**config.mk**
```make
export PLATFORM = sky130hd
export DESIGN_NAME = axis_image_dma_scheduler
export DESIGN_NICKNAME = d
export VERILOG_FILES = /design/src/rtl/axis_image_dma_scheduler.sv
export SDC_FILE = /design/constraint.sdc
export NUM_CORES = 1
export LEC_CHECK = 0
export BUFFER_PORTS_ARGS = -buffer_cell sky130_fd_sc_hd__buf_2
export CAP_MARGIN = 20
export CORE_MARGIN = 4
export CORE_UTILIZATION = 49
export DETAILED_ROUTE_END_ITERATION = 16
export PLACE_DENSITY = 0.78
export REMOVE_ABC_BUFFERS = 1
export SYNTH_ARGS = -nofsm -noshare
export SYNTH_HDL_FRONTEND = slang
export SYNTH_SLANG_ARGS = --single-unit
```
**constraint.sdc**
```tcl
create_clock -name aclk -period 2.81 [get_ports aclk]
set_input_delay 0.1405 -clock aclk [delete_from_list [all_inputs] [get_ports aclk]]
set_output_delay 0.1405 -clock aclk [all_outputs]
set_load 0.01 [all_outputs]
```
**src/rtl/axis_image_dma_scheduler.sv**
```systemverilog
// Issues one DMA read command per image iteration on stream 1 (and stream 2 for maxpool layers),
// advancing addresses once the tlast of every active stream has been observed.
module axis_image_dma_scheduler #(
    parameter int unsigned ADDR_WIDTH = 32,
    parameter int unsigned BTT_WIDTH  = 23,
    parameter int unsigned BITS_ITER  = 16
) (
    input  logic                  aclk,
    input  logic                  aresetn,
    input  logic                  cfg_valid,
    output logic                  cfg_ready,
    input  logic [ADDR_WIDTH-1:0] cfg_base_1,
    input  logic [ADDR_WIDTH-1:0] cfg_base_2,
    input  logic [ADDR_WIDTH-1:0] cfg_stride,
    input  logic [BTT_WIDTH-1:0]  cfg_btt,
    input  logic [BITS_ITER-1:0]  cfg_iterations_1,
    input  logic                  cfg_is_max,
    output logic                  cmd_1_valid,
    input  logic                  cmd_1_ready,
    output logic [ADDR_WIDTH-1:0] cmd_1_addr,
    output logic [BTT_WIDTH-1:0]  cmd_1_btt,
    output logic                  cmd_2_valid,
    input  logic                  cmd_2_ready,
    output logic [ADDR_WIDTH-1:0] cmd_2_addr,
    output logic [BTT_WIDTH-1:0]  cmd_2_btt,
    input  logic                  mon_1_tvalid,
    input  logic                  mon_1_tready,
    input  logic                  mon_1_tlast,
    input  logic                  mon_2_tvalid,
    input  logic                  mon_2_tready,
    input  logic                  mon_2_tlast,
    output logic                  busy,
    output logic                  done,
    output logic [BITS_ITER-1:0]  iter
);

    typedef enum logic [1:0] {IDLE, ISSUE, WAIT, DONE} state_t;

    state_t                  state;
    logic [ADDR_WIDTH-1:0]   stride;
    logic [BITS_ITER-1:0]    iterations_1;
    logic                    is_max;
    logic                    issued_1, issued_2;
    logic                    last_1, last_2;

    logic hs_1, hs_2, tl_1, tl_2, seen_1, seen_2, issue_complete, iter_complete;

    // Handshake and completion decode; stream-2 tlast only counts for maxpool layers
    assign hs_1           = cmd_1_valid && cmd_1_ready;
    assign hs_2           = cmd_2_valid && cmd_2_ready;
    assign tl_1           = mon_1_tvalid && mon_1_tready && mon_1_tlast;
    assign tl_2           = mon_2_tvalid && mon_2_tready && mon_2_tlast && is_max;
    assign seen_1         = last_1 || tl_1;
    assign seen_2         = last_2 || tl_2;
    assign issue_complete = (issued_1 || hs_1) && (issued_2 || hs_2 || !is_max);
    assign iter_complete  = seen_1 && (seen_2 || !is_max);

    assign cfg_ready = (state == IDLE);

    always_ff @(posedge aclk or negedge aresetn) begin
        if (!aresetn) begin
            state        <= IDLE;
            stride       <= '0;
            iterations_1 <= '0;
            is_max       <= 1'b0;
            issued_1     <= 1'b0;
            issued_2     <= 1'b0;
            last_1       <= 1'b0;
            last_2       <= 1'b0;
            cmd_1_valid  <= 1'b0;
            cmd_2_valid  <= 1'b0;
            cmd_1_addr   <= '0;
            cmd_2_addr   <= '0;
            cmd_1_btt    <= '0;
            cmd_2_btt    <= '0;
            busy         <= 1'b0;
            done         <= 1'b0;
            iter         <= '0;
        end else begin
            case (state)
                IDLE: begin
                    if (cfg_valid) begin
                        stride       <= cfg_stride;
                        iterations_1 <= cfg_iterations_1;
                        is_max       <= cfg_is_max;
                        cmd_1_addr   <= cfg_base_1;
                        cmd_2_addr   <= cfg_base_2;
                        cmd_1_btt    <= cfg_btt;
                        cmd_2_btt    <= cfg_btt;
                        iter         <= '0;
                        issued_1     <= 1'b0;
                        issued_2     <= 1'b0;
                        last_1       <= 1'b0;
                        last_2       <= 1'b0;
                        cmd_1_valid  <= 1'b1;
                        cmd_2_valid  <= cfg_is_max;
                        busy         <= 1'b1;
                        state        <= ISSUE;
                    end
                end
                ISSUE: begin
                    if (hs_1) begin
                        issued_1    <= 1'b1;
                        cmd_1_valid <= 1'b0;
                    end
                    if (hs_2) begin
                        issued_2    <= 1'b1;
                        cmd_2_valid <= 1'b0;
                    end
                    last_1 <= seen_1;
                    last_2 <= seen_2;
                    if (issue_complete) state <= WAIT;
                end
                WAIT: begin
                    if (iter_complete) begin
                        issued_1 <= 1'b0;
                        issued_2 <= 1'b0;
                        last_1   <= 1'b0;
                        last_2   <= 1'b0;
                        if (iter == iterations_1) begin
                            done  <= 1'b1;
                            state <= DONE;
                        end else begin
                            iter        <= iter + BITS_ITER'(1);
                            cmd_1_addr  <= cmd_1_addr + stride;
                            cmd_2_addr  <= cmd_2_addr + stride;
                            cmd_1_valid <= 1'b1;
                            cmd_2_valid <= is_max;
                            state       <= ISSUE;
                        end
                    end else begin
                        last_1 <= seen_1;
                        last_2 <= seen_2;
                    end
                end
                DONE: begin
                    done  <= 1'b0;
                    busy  <= 1'b0;
                    state <= IDLE;
                end
                default: state <= IDLE;
            endcase
        end
    end

endmodule

```
==> flow_summary.json, run 1 <==
{
  "status": "finished with violations",
  "violations": "negative hold slack, negative setup slack",
  "place_hpwl_um": 21140,
  "crit_family": "compound AO/OA/AOI/OAI gates",
  "ys_ff_latch": 162,
  "period_needed_ns": 3.181,
  "htree_num_levels": 4,
  "dieHeight_um": 152.7,
  "synthFlopType": "dfrtp_1",
  "dp.cells": 1659,
  "grt_util_all_layers_pct": 26.88,
  "crit_slowest_cell": "dfrtp_1",
  "leakagePower_nw": 7.255,
  "synth_warnings": 0,
  "drive_above_1_share_pct": 40.32,
  "synth.most_common_cell": "dfrtp_1",
  "critical_path_class": "flip-flop to flip-flop",
  "yosys.area.top_type": "dfrtp_1",
  "core_area_um2": 20430,
  "endpoint_kind": "flip-flop",
  "area_delta_synth_final_pct": 45.70,
  "placed_cell_area_um2": 12570,
  "vias_per_cell": 5.640,
  "synthArstFlopShare_pct": 100.0,
  "syn_avg_cell_area_um2": 9.642,
  "via_count": 10270,
  "globalRoute.totalOverflow": 0,
  "worst_clock_skew_ns": 0.01125,
  "fmax_mhz": 314.4,
  "grt_setup_unrepaired": "true",
  "path_max_fanout": 2,
  "yosysTopAreaCellShare_pct": 39.52,
  "period_share_pct": 113.2,
  "dp_worst_setup_slack_ns": -0.3941,
  "worstMarginPinSlew_ns": 1.019,
  "ys_seq_area_share_pct": 39.52,
  "clkSlewWorstSetupHoldPaths_ns": 0.07,
  "drc": 0,
  "die_w_um": 152.7,
  "setup_ws_ns": -0.3707,
  "rows": 52,
  "dr.pass1.iters": 5,
  "synth_cells": 1064,
  "max_cap_violations": 0,
  "hold_violations": 1,
  "gp_congestion": 0.8915,
  "setup_tns_ns": -4.925,
  "crit_chain": "ha_4 > fa_2 > a21o_1 > a21o_1 > a211oi_2 > nor4_2 > or2_4 > a221oi_4 > o31ai_4 > a2111oi_4 > xnor2_1 > nand2_1 > a21oi_2",
  "synth_edf_count": 0,
  "fin_util_pct": 73.16,
  "grt_max_degree": 74,
  "wl_um": 33480,
  "hold_class": "primary input to flip-flop",
  "cts_sinks": 162,
  "slew_headroom_pct": 32.08,
  "start_kind": "flip-flop",
  "design_area_um2": 14950,
  "cpMostUsedCell": "a21o_1",
  "holdWs_ns": -0.006217,
  "drt_iter0_markers": 675,
  "path_buf_inv": 0,
  "synth.distinct_cells": 62,
  "cts_root_buffer": "clkbuf_16",
  "initial_core_util_pct": 50.21,
  "crit_arrival_ns": 3.55,
  "vdd_drop_max_mv": 0.8220,
  "io_buffers": 277,
  "powerDensity_nw_per_um2": 1523,
  "routedWlPerCell_um": 18.38,
  "grt_pass1_wl_um": 51750,
  "ant_nets": 0,
  "drv_slew": 0,
  "critical_path_required_ns": 3.18,
  "power.total_mw": 22.76,
  "grt_pass1_vias": 10140,
  "die-area_um2": 23310,
  "cts_tree": "done",
  "syn-cell-area_um2": 10260,
  "antenna_found_initial": 2,
  "ios": 278,
  "cts_buffers": 17,
  "final_cells": 1821,
  "clk_latency_ns": 0.44,
  "clockBufferDepth": 2,
  "synth_common_cells": "dfrtp_1 (162), a21oi_1 (113), nand2_1 (103)",
  "slowest_delay_ns": 0.42,
  "synthTopCellsByArea": "dfrtp_1 (40%), ha_1 (8.2%), mux2_2 (7.9%), a21oi_1 (5.5%), nand2_1 (3.8%)",
  "fin_nets": 1753,
  "setup_violations": 39
}
area by class of cell:
| class | instances | area [um^2] |
|---|---|---|
| tap | 270 | 337.8 |
| multi-input combinational | 818 | 6392 |
| clock inverter | 15 | 145.1 |
| fill | 1355 | 5483 |
| timing repair buffer | 520 | 3521 |
| sequential | 162 | 4055 |
| clock buffer | 17 | 425.4 |
| antenna | 1 | 2.502 |
| inverter | 18 | 67.56 |
layout by cell type (no fill, tap or decap), drive strengths merged, types with 6 or more instances in the layout:
cell	count
mux2	72
nor3	16
o21ai	85
a31oi	12
nor4	8
a21oi	115
mux2i	36
buf	424
nand4	10
inv	26
a22o	7
nor2b	6
nand3	20
a21o	44
ha	67
nor2	61
nand2	103
xor2	34
xnor2	34
clkbuf	17
o21a	6
a211oi	8
dfrtp	162
and3	16
dlygate4sd3	96
nand2b	6
sequential cells by signal, indices dropped and copies added (netlist names), 2 cells and up:
| register | flops |
|---|---|
| iter | 16 |
| cmd_1_addr | 32 |
| iterations_1 | 16 |
| stride | 32 |
| cmd_2_addr | 32 |
| cmd_2_btt | 23 |
| state | 2 |
worst register-to-register path: cells and delay by family (launching register included):
kind | cells | cell delay, ns
AOI/OAI and AO/OA | 7 | 1.57
adders and majority gates | 2 | 0.53
and+or+nand+nor | 3 | 0.45
DFF | 1 | 0.42
xor gates and xnor gates | 1 | 0.15
power by group:
group | leakage [nW] | switching (mW) | internal (mW) | total (mW)
Clock | 0.269 | 1.13 | 1.18 | 2.31
Sequential | 1.95 | 0.959 | 3.44 | 4.39
Combinational | 5.03 | 8.43 | 7.63 | 16.1
Total | 7.25 | 10.5 | 12.2 | 22.8
metal layers:
layer  global-route usage [%]  wire, um  up-vias
li1                         -         -     4793
met1                    33.54     13400     4958
met2                    46.87     16940      433
met3                    4.913      2086       85
met4                    9.461      1030        2
met5                        0        13        -
cells by family after synthesis:
family	synth area share, %
adder cells (fa/ha/maj)	8.562
buffers and inverters	3.976
AO/OA/AOI/OAI	19.20
XOR/XNOR	5.806
multiplexers	11.42
flip-flops	39.52
AND/OR/NAND/NOR	11.53
path summary, 6_finish.rpt:
check,start,to,slack (ns),depth (start not counted)
worst max register to register,cmd_2_addr[0],cmd_2_addr[28],-0.37,13
max in group asynchronous,aresetn,cmd_2_addr[22],1.59,3
worst max-delay path,cmd_2_addr[0],cmd_2_addr[28],-0.37,13
worst min register to register,issued_2,issued_2,0.50,1
min in group asynchronous,aresetn,cmd_1_addr[4],0.30,2
worst min-delay path,cfg_base_1[22],cmd_1_addr[22],-0.006,3
timing repair:
item / CTS / global route
gates resized for setup: 72 / 58
pin swaps: 51 / 67
hold buffers: 96 / 0
setup buffers: 19 / 17
hold endpoints to repair: 162 / 0
endpoints found under the setup margin: 27 / 54
No activity file was read; power rests on OpenSTA's default activity.
==> run 2, diff against run 1 <==
--- a/config.mk
+++ b/config.mk
@@ -16,2 +16,3 @@
 export SYNTH_HDL_FRONTEND = slang
 export SYNTH_SLANG_ARGS = --single-unit
+export TNS_END_PERCENT = 20
==> constraint.sdc (replaced) <==
create_clock -name aclk -period 2.81 [get_ports aclk]
set_input_delay 0.1405 -clock aclk [delete_from_list [all_inputs] [get_ports aclk]]
set_output_delay 0.1405 -clock aclk [all_outputs]
set_load 0.05 [all_outputs]
==> run 2 against run 1 <==
Net effect:
- the flow finishes with violations (negative setup slack)
- count of clock-buffer cells in the layout rose by 1
- flip-flop and latch count did not move
- critical path depth did not move
- clock skew barely moved
- sequential share of layout area rose by 0.38 points
- fmax barely moved
==> flow_summary.json, run 2 (same netlist as run 1, synthesis figures left out) <==
{
  "vias_per_cell": 5.563,
  "reg2regPathDepth": 13,
  "area_delta_synth_final_pct": 43.70,
  "routedWlPerCell_um": 17.77,
  "antenna_found_initial": 1,
  "clockBufferDepth": 2,
  "rows": 52,
  "crit_family": "compound AO/OA/AOI/OAI gates",
  "cpMostUsedCell": "a21o_1",
  "initial_core_util_pct": 50.21,
  "violations": "negative setup slack",
  "cts_tree": "done",
  "critical_path_required_ns": 3.18,
  "path_max_fanout": 2,
  "r2r-start": "cmd_2_addr[0]",
  "holdWs_ns": 0.007588,
  "nFillCells": 1380,
  "cts_buffers": 17,
  "hold_violations": 0,
  "period_share_pct": 113.2,
  "drive_above_1_share_pct": 38.05,
  "die-area_um2": 23310,
  "rrSetupSlack_ns": -0.37,
  "die_w_um": 152.7,
  "io_buffers": 277,
  "min_from": "cfg_base_1[16]",
  "via_count": 10050,
  "endpoint_kind": "flip-flop",
  "grt_max_degree": 74,
  "status": "finished with violations",
  "max_cap_violations": 0,
  "worst_clock_skew_ns": 0.01169,
  "drt_iter0_markers": 542,
  "hold_class": "primary input to flip-flop",
  "crit_arrival_ns": 3.55,
  "clkSlewWorstSetupHoldPaths_ns": 0.07,
  "globalRoute.totalOverflow": 0,
  "mostFrequentLayoutCells": "buf_2 (276), dfrtp_1 (161), buf_4 (121), dlygate4sd3_1 (100)",
  "multi_input_area_um2": 6260,
  "reg.largest.list": "cmd_1_addr (32), cmd_2_addr (32), stride (32)",
  "final-seq-area_um2": 4055,
  "slew_headroom_pct": 31.21,
  "slowest_delay_ns": 0.40,
  "dr.pass1.iters": 5,
  "layout_commonest_cell": "buf_2",
  "drv_slew": 0,
  "crit_slowest_cell": "dfrtp_1",
  "fmax_mhz": 314.4,
  "dieHeight_um": 152.7,
  "period_needed_ns": 3.181,
  "setup_ws_ns": -0.3705,
  "timing.rr.end": "cmd_2_addr[28]",
  "critical_path_class": "flip-flop to flip-flop",
  "gp_congestion": 0.8914,
  "path_buf_inv": 0,
  "clk_latency_ns": 0.44,
  "setup_violations": 24,
  "dp_worst_setup_slack_ns": -0.4181,
  "core_area_um2": 20430,
  "fin_nets": 1738,
  "start_kind": "flip-flop",
  "grt_util_all_layers_pct": 26.48,
  "whs_endpoint": "cmd_1_addr[16]",
  "crit_chain": "ha_2 > fa_2 > a21o_1 > a21o_1 > a211oi_2 > nor4_2 > or2_4 > a221oi_4 > o31ai_4 > a2111oi_4 > xnor2_1 > nand2_1 > a21oi_2",
  "wl_um": 32090,
  "min_path_cells": 3,
  "htree_num_levels": 4,
  "place_hpwl_um": 21190,
  "setup_tns_ns": -3.128,
  "grt_pass1_vias": 10230,
  "cts_sinks": 162,
  "ant_nets": 0,
  "grt_pass1_wl_um": 51040,
  "grt_setup_unrepaired": "true",
  "cts_root_buffer": "clkbuf_16",
  "ios": 278,
  "drc": 0,
  "worstMarginPinSlew_ns": 1.032
}
run 2: cell types whose count changed in the layout (fill, tap and decap cells not counted), sizes merged:
cell,change
buf,-19
bufinv,+3
clkbuf,+1
clkinv,-1
clkinvlp,-3
dlygate4sd3,+4
run 2: timing repair:
item | CTS | global route
endpoints found under the setup margin | 26 | 52
hold buffers | 99 | 1
pin swaps | 46 | 42
gates resized for setup | 56 | 34
endpoints found under the hold margin | 165 | 1
buffers inserted | 6 | 7
run 2: tightest hold or removal path, cell delays in order:
cell	delay, ns
buf_2	0.08
a21oi_1	0.07
a21oi_2	0.11
run 2: how the worst max path moves through the flow:
stage	from	to	slack (ns)	depth (start not counted)
after detailed placement	stride[0]	cmd_2_addr[28]	-0.42	13
after CTS	stride[0]	cmd_2_addr[28]	-0.39	13
after global routing	cmd_2_addr[0]	cmd_2_addr[28]	-0.52	13
final	cmd_2_addr[0]	cmd_2_addr[28]	-0.37	13
after floorplan	state[0]	cmd_1_addr[31]	-3.32	9
after global placement	stride[0]	cmd_2_addr[28]	-0.37	13
run 2: stage by stage:
stage	instance area, um^2	utilization [%]	std cells
3_5_place_dp	12580	61.56	1660
6_report	14740	72.16	1806
4_1_cts	14500	70.98	1797
3_3_place_gp	12580	61.56	1660
5_1_grt	14740	72.16	1806
2_1_floorplan	9918	-	998
run 2: area by class of cell:
type,count,share of cell area [%]
antenna,1,0.01698
timing repair buffer,505,23.05
multi-input combinational,818,42.46
inverter,18,0.4583
tap,270,2.292
clock inverter,14,1.299
sequential,162,27.51
clock buffer,18,2.911
run 2: routing by layer:
metal	wire length (um)	GRT usage (%)	vias up
li1	-	-	4756
met1	13000	33.49	4796
met2	16070	45.18	417
met3	2101	5.112	77
met4	928	9.843	0
met5	0	0	-
Power of run 2 is not shown: default switching activity piles up to over one toggle a cycle in this logic, so the estimate is an artifact.
==> run 3, diff against run 2 <==
Settings changed: RECOVER_POWER set to 100.
==> run 3 against run 2 <==
Net effect:
- the flow finishes with violations (max-capacitance violations, max-slew violations, negative setup slack)
- global-route usage stayed put
- clock skew is 0.0025 ns higher
- critical path depth stayed put
- worst setup slack better by 0.0065 ns
- hold slack worse by 0.0020 ns
- design area is 1.2% lower
- flip-flop and latch count stayed put
- non-clock buffer count stayed put
- count of clock-buffer cells in the layout stayed put
- final cell count stayed put
- highest routed layer unchanged
==> flow_summary.json, run 3 (same netlist as run 1, synthesis figures left out) <==
{
  "status": "finished with violations",
  "violations": "max-capacitance violations, max-slew violations, negative setup slack",
  "grt_max_degree": 74,
  "via_count": 10100,
  "drive_above_1_share_pct": 29.51,
  "slew_headroom_pct": -24.04,
  "cts_sinks": 162,
  "holdWs_ns": 0.005604,
  "core_area_um2": 20430,
  "htree_num_levels": 4,
  "place_hpwl_um": 21190,
  "critical_path_required_ns": 3.18,
  "start_kind": "flip-flop",
  "gp_congestion": 0.8914,
  "grt_util_all_layers_pct": 26.48,
  "drv_slew": 70,
  "io_buffers": 277,
  "setup_tns_ns": -3.094,
  "crit_chain": "ha_2 > fa_2 > a21o_1 > a21o_1 > a211oi_2 > nor4_2 > or2_4 > a221oi_4 > o31ai_4 > a2111oi_4 > xnor2_1 > nand2_1 > a21oi_2",
  "crit_arrival_ns": 3.54,
  "worstMarginPinSlew_ns": 1.861,
  "die-area_um2": 23310,
  "critical_path_class": "flip-flop to flip-flop",
  "setup_ws_ns": -0.3640,
  "antenna_found_initial": 1,
  "grt_pass1_wl_um": 51040,
  "final_cells": 1806,
  "grt_setup_unrepaired": "true",
  "rows": 52,
  "dr.pass1.iters": 7,
  "fin_nets": 1738,
  "min_path_cells": 3,
  "reg2regPathDepth": 13,
  "routedWlPerCell_um": 17.84,
  "grt_pass1_vias": 10230,
  "path_buf_inv": 0,
  "mostFrequentLayoutCells": "dfrtp_1 (161), buf_2 (145), clkbuf_1 (132), buf_4 (121), dlygate4sd3_1 (100)",
  "area_delta_synth_final_pct": 41.92,
  "ant_nets": 0,
  "cpMostUsedCell": "a21o_1",
  "rrSetupSlack_ns": -0.36,
  "setup_violations": 23,
  "initial_core_util_pct": 50.21,
  "worst_clock_skew_ns": 0.01422,
  "drt_iter0_markers": 547,
  "layout_commonest_cell": "dfrtp_1",
  "max_cap_violations": 1,
  "dp.cells": 1660,
  "cts_buffers": 17,
  "fmax_mhz": 315.1,
  "clockBufferDepth": 2,
  "vias_per_cell": 5.592,
  "path_max_fanout": 2,
  "wl_um": 32220,
  "period_needed_ns": 3.174,
  "ios": 278,
  "crit_slowest_cell": "dfrtp_1",
  "whs_endpoint": "cmd_1_addr[16]",
  "hold_violations": 0,
  "crit_family": "compound AO/OA/AOI/OAI gates",
  "drc": 0,
  "hold_class": "primary input to flip-flop",
  "clkSlewWorstSetupHoldPaths_ns": 0.07,
  "nFillCells": 1477,
  "reg.largest.list": "cmd_1_addr (32), cmd_2_addr (32), stride (32)",
  "r2r-start": "cmd_2_addr[0]",
  "die_w_um": 152.7,
  "slowest_delay_ns": 0.40,
  "min_from": "cfg_base_1[16]",
  "cts_tree": "done",
  "dieHeight_um": 152.7,
  "endpoint_kind": "flip-flop",
  "cts_root_buffer": "clkbuf_16",
  "timing.rr.end": "cmd_2_addr[28]",
  "clk_latency_ns": 0.44,
  "period_share_pct": 113.0,
  "globalRoute.totalOverflow": 0
}
==> run 3: cell types whose count changed in the layout (fill, tap and decap cells not counted) <==
cell / delta
buf_2: -131
clkbuf_1: +131
buf_12: -1
buf_6: -1
clkbuf_2: +1
clkbuf_4: +1
==> run 3: layer usage <==
metal	global-route usage [%]	routed length [um]
met2	45.18	16170
met3	5.112	2056
met5	0	0
met4	9.843	895
met1	33.49	13100
==> run 3: through the flow <==
step	util (%)	setup slack [ns]	area (um^2)
floorplan	-	-3.318	9918
global placement	61.56	-0.3662	12580
detailed placement	61.56	-0.4181	12580
CTS	70.98	-0.3909	14500
global route	71.26	-0.5222	14560
finish	71.26	-0.3640	14560
==> run 3: how the worst max path moves through the flow <==
stage / to / cells past startpoint / slack [ns] / from
after detailed placement: cmd_2_addr[28] / 13 / -0.42 / stride[0]
final: cmd_2_addr[28] / 13 / -0.36 / cmd_2_addr[0]
after floorplan: cmd_1_addr[31] / 9 / -3.32 / state[0]
after global placement: cmd_2_addr[28] / 13 / -0.37 / stride[0]
after global routing: cmd_2_addr[28] / 13 / -0.52 / cmd_2_addr[0]
after CTS: cmd_2_addr[28] / 13 / -0.39 / stride[0]
==> run 3: final cells by class <==
| class | count | area (um^2) | area share [%] |
|---|---|---|---|
| clock inverters | 14 | 191.4 | 1.315 |
| repair buffers | 505 | 3216 | 22.09 |
| inverters | 18 | 67.56 | 0.4641 |
| clock buffers | 18 | 429.2 | 2.948 |
| flip-flops and latches | 162 | 4055 | 27.85 |
| well taps | 270 | 337.8 | 2.320 |
| diodes | 1 | 2.502 | 0.01719 |
| multi-input cells | 818 | 6260 | 43.00 |
==> run 3: worst min-delay path, stage by stage <==
cell and delay [ns]:
buf_2 0.08, a21oi_1 0.07, a21oi_2 0.11
==> run 3: timing repair <==
| action | in CTS | in global routing |
|---|---|---|
| hold buffers | 99 | 1 |
| hold endpoints to repair | 165 | 1 |
| gates cloned | 0 | 0 |
| setup endpoints to repair | 26 | 52 |
| buffers inserted | 6 | 7 |
| pin swaps | 46 | 42 |
| gates resized for setup | 56 | 34 |
Power of run 3 is left out for the same reason.
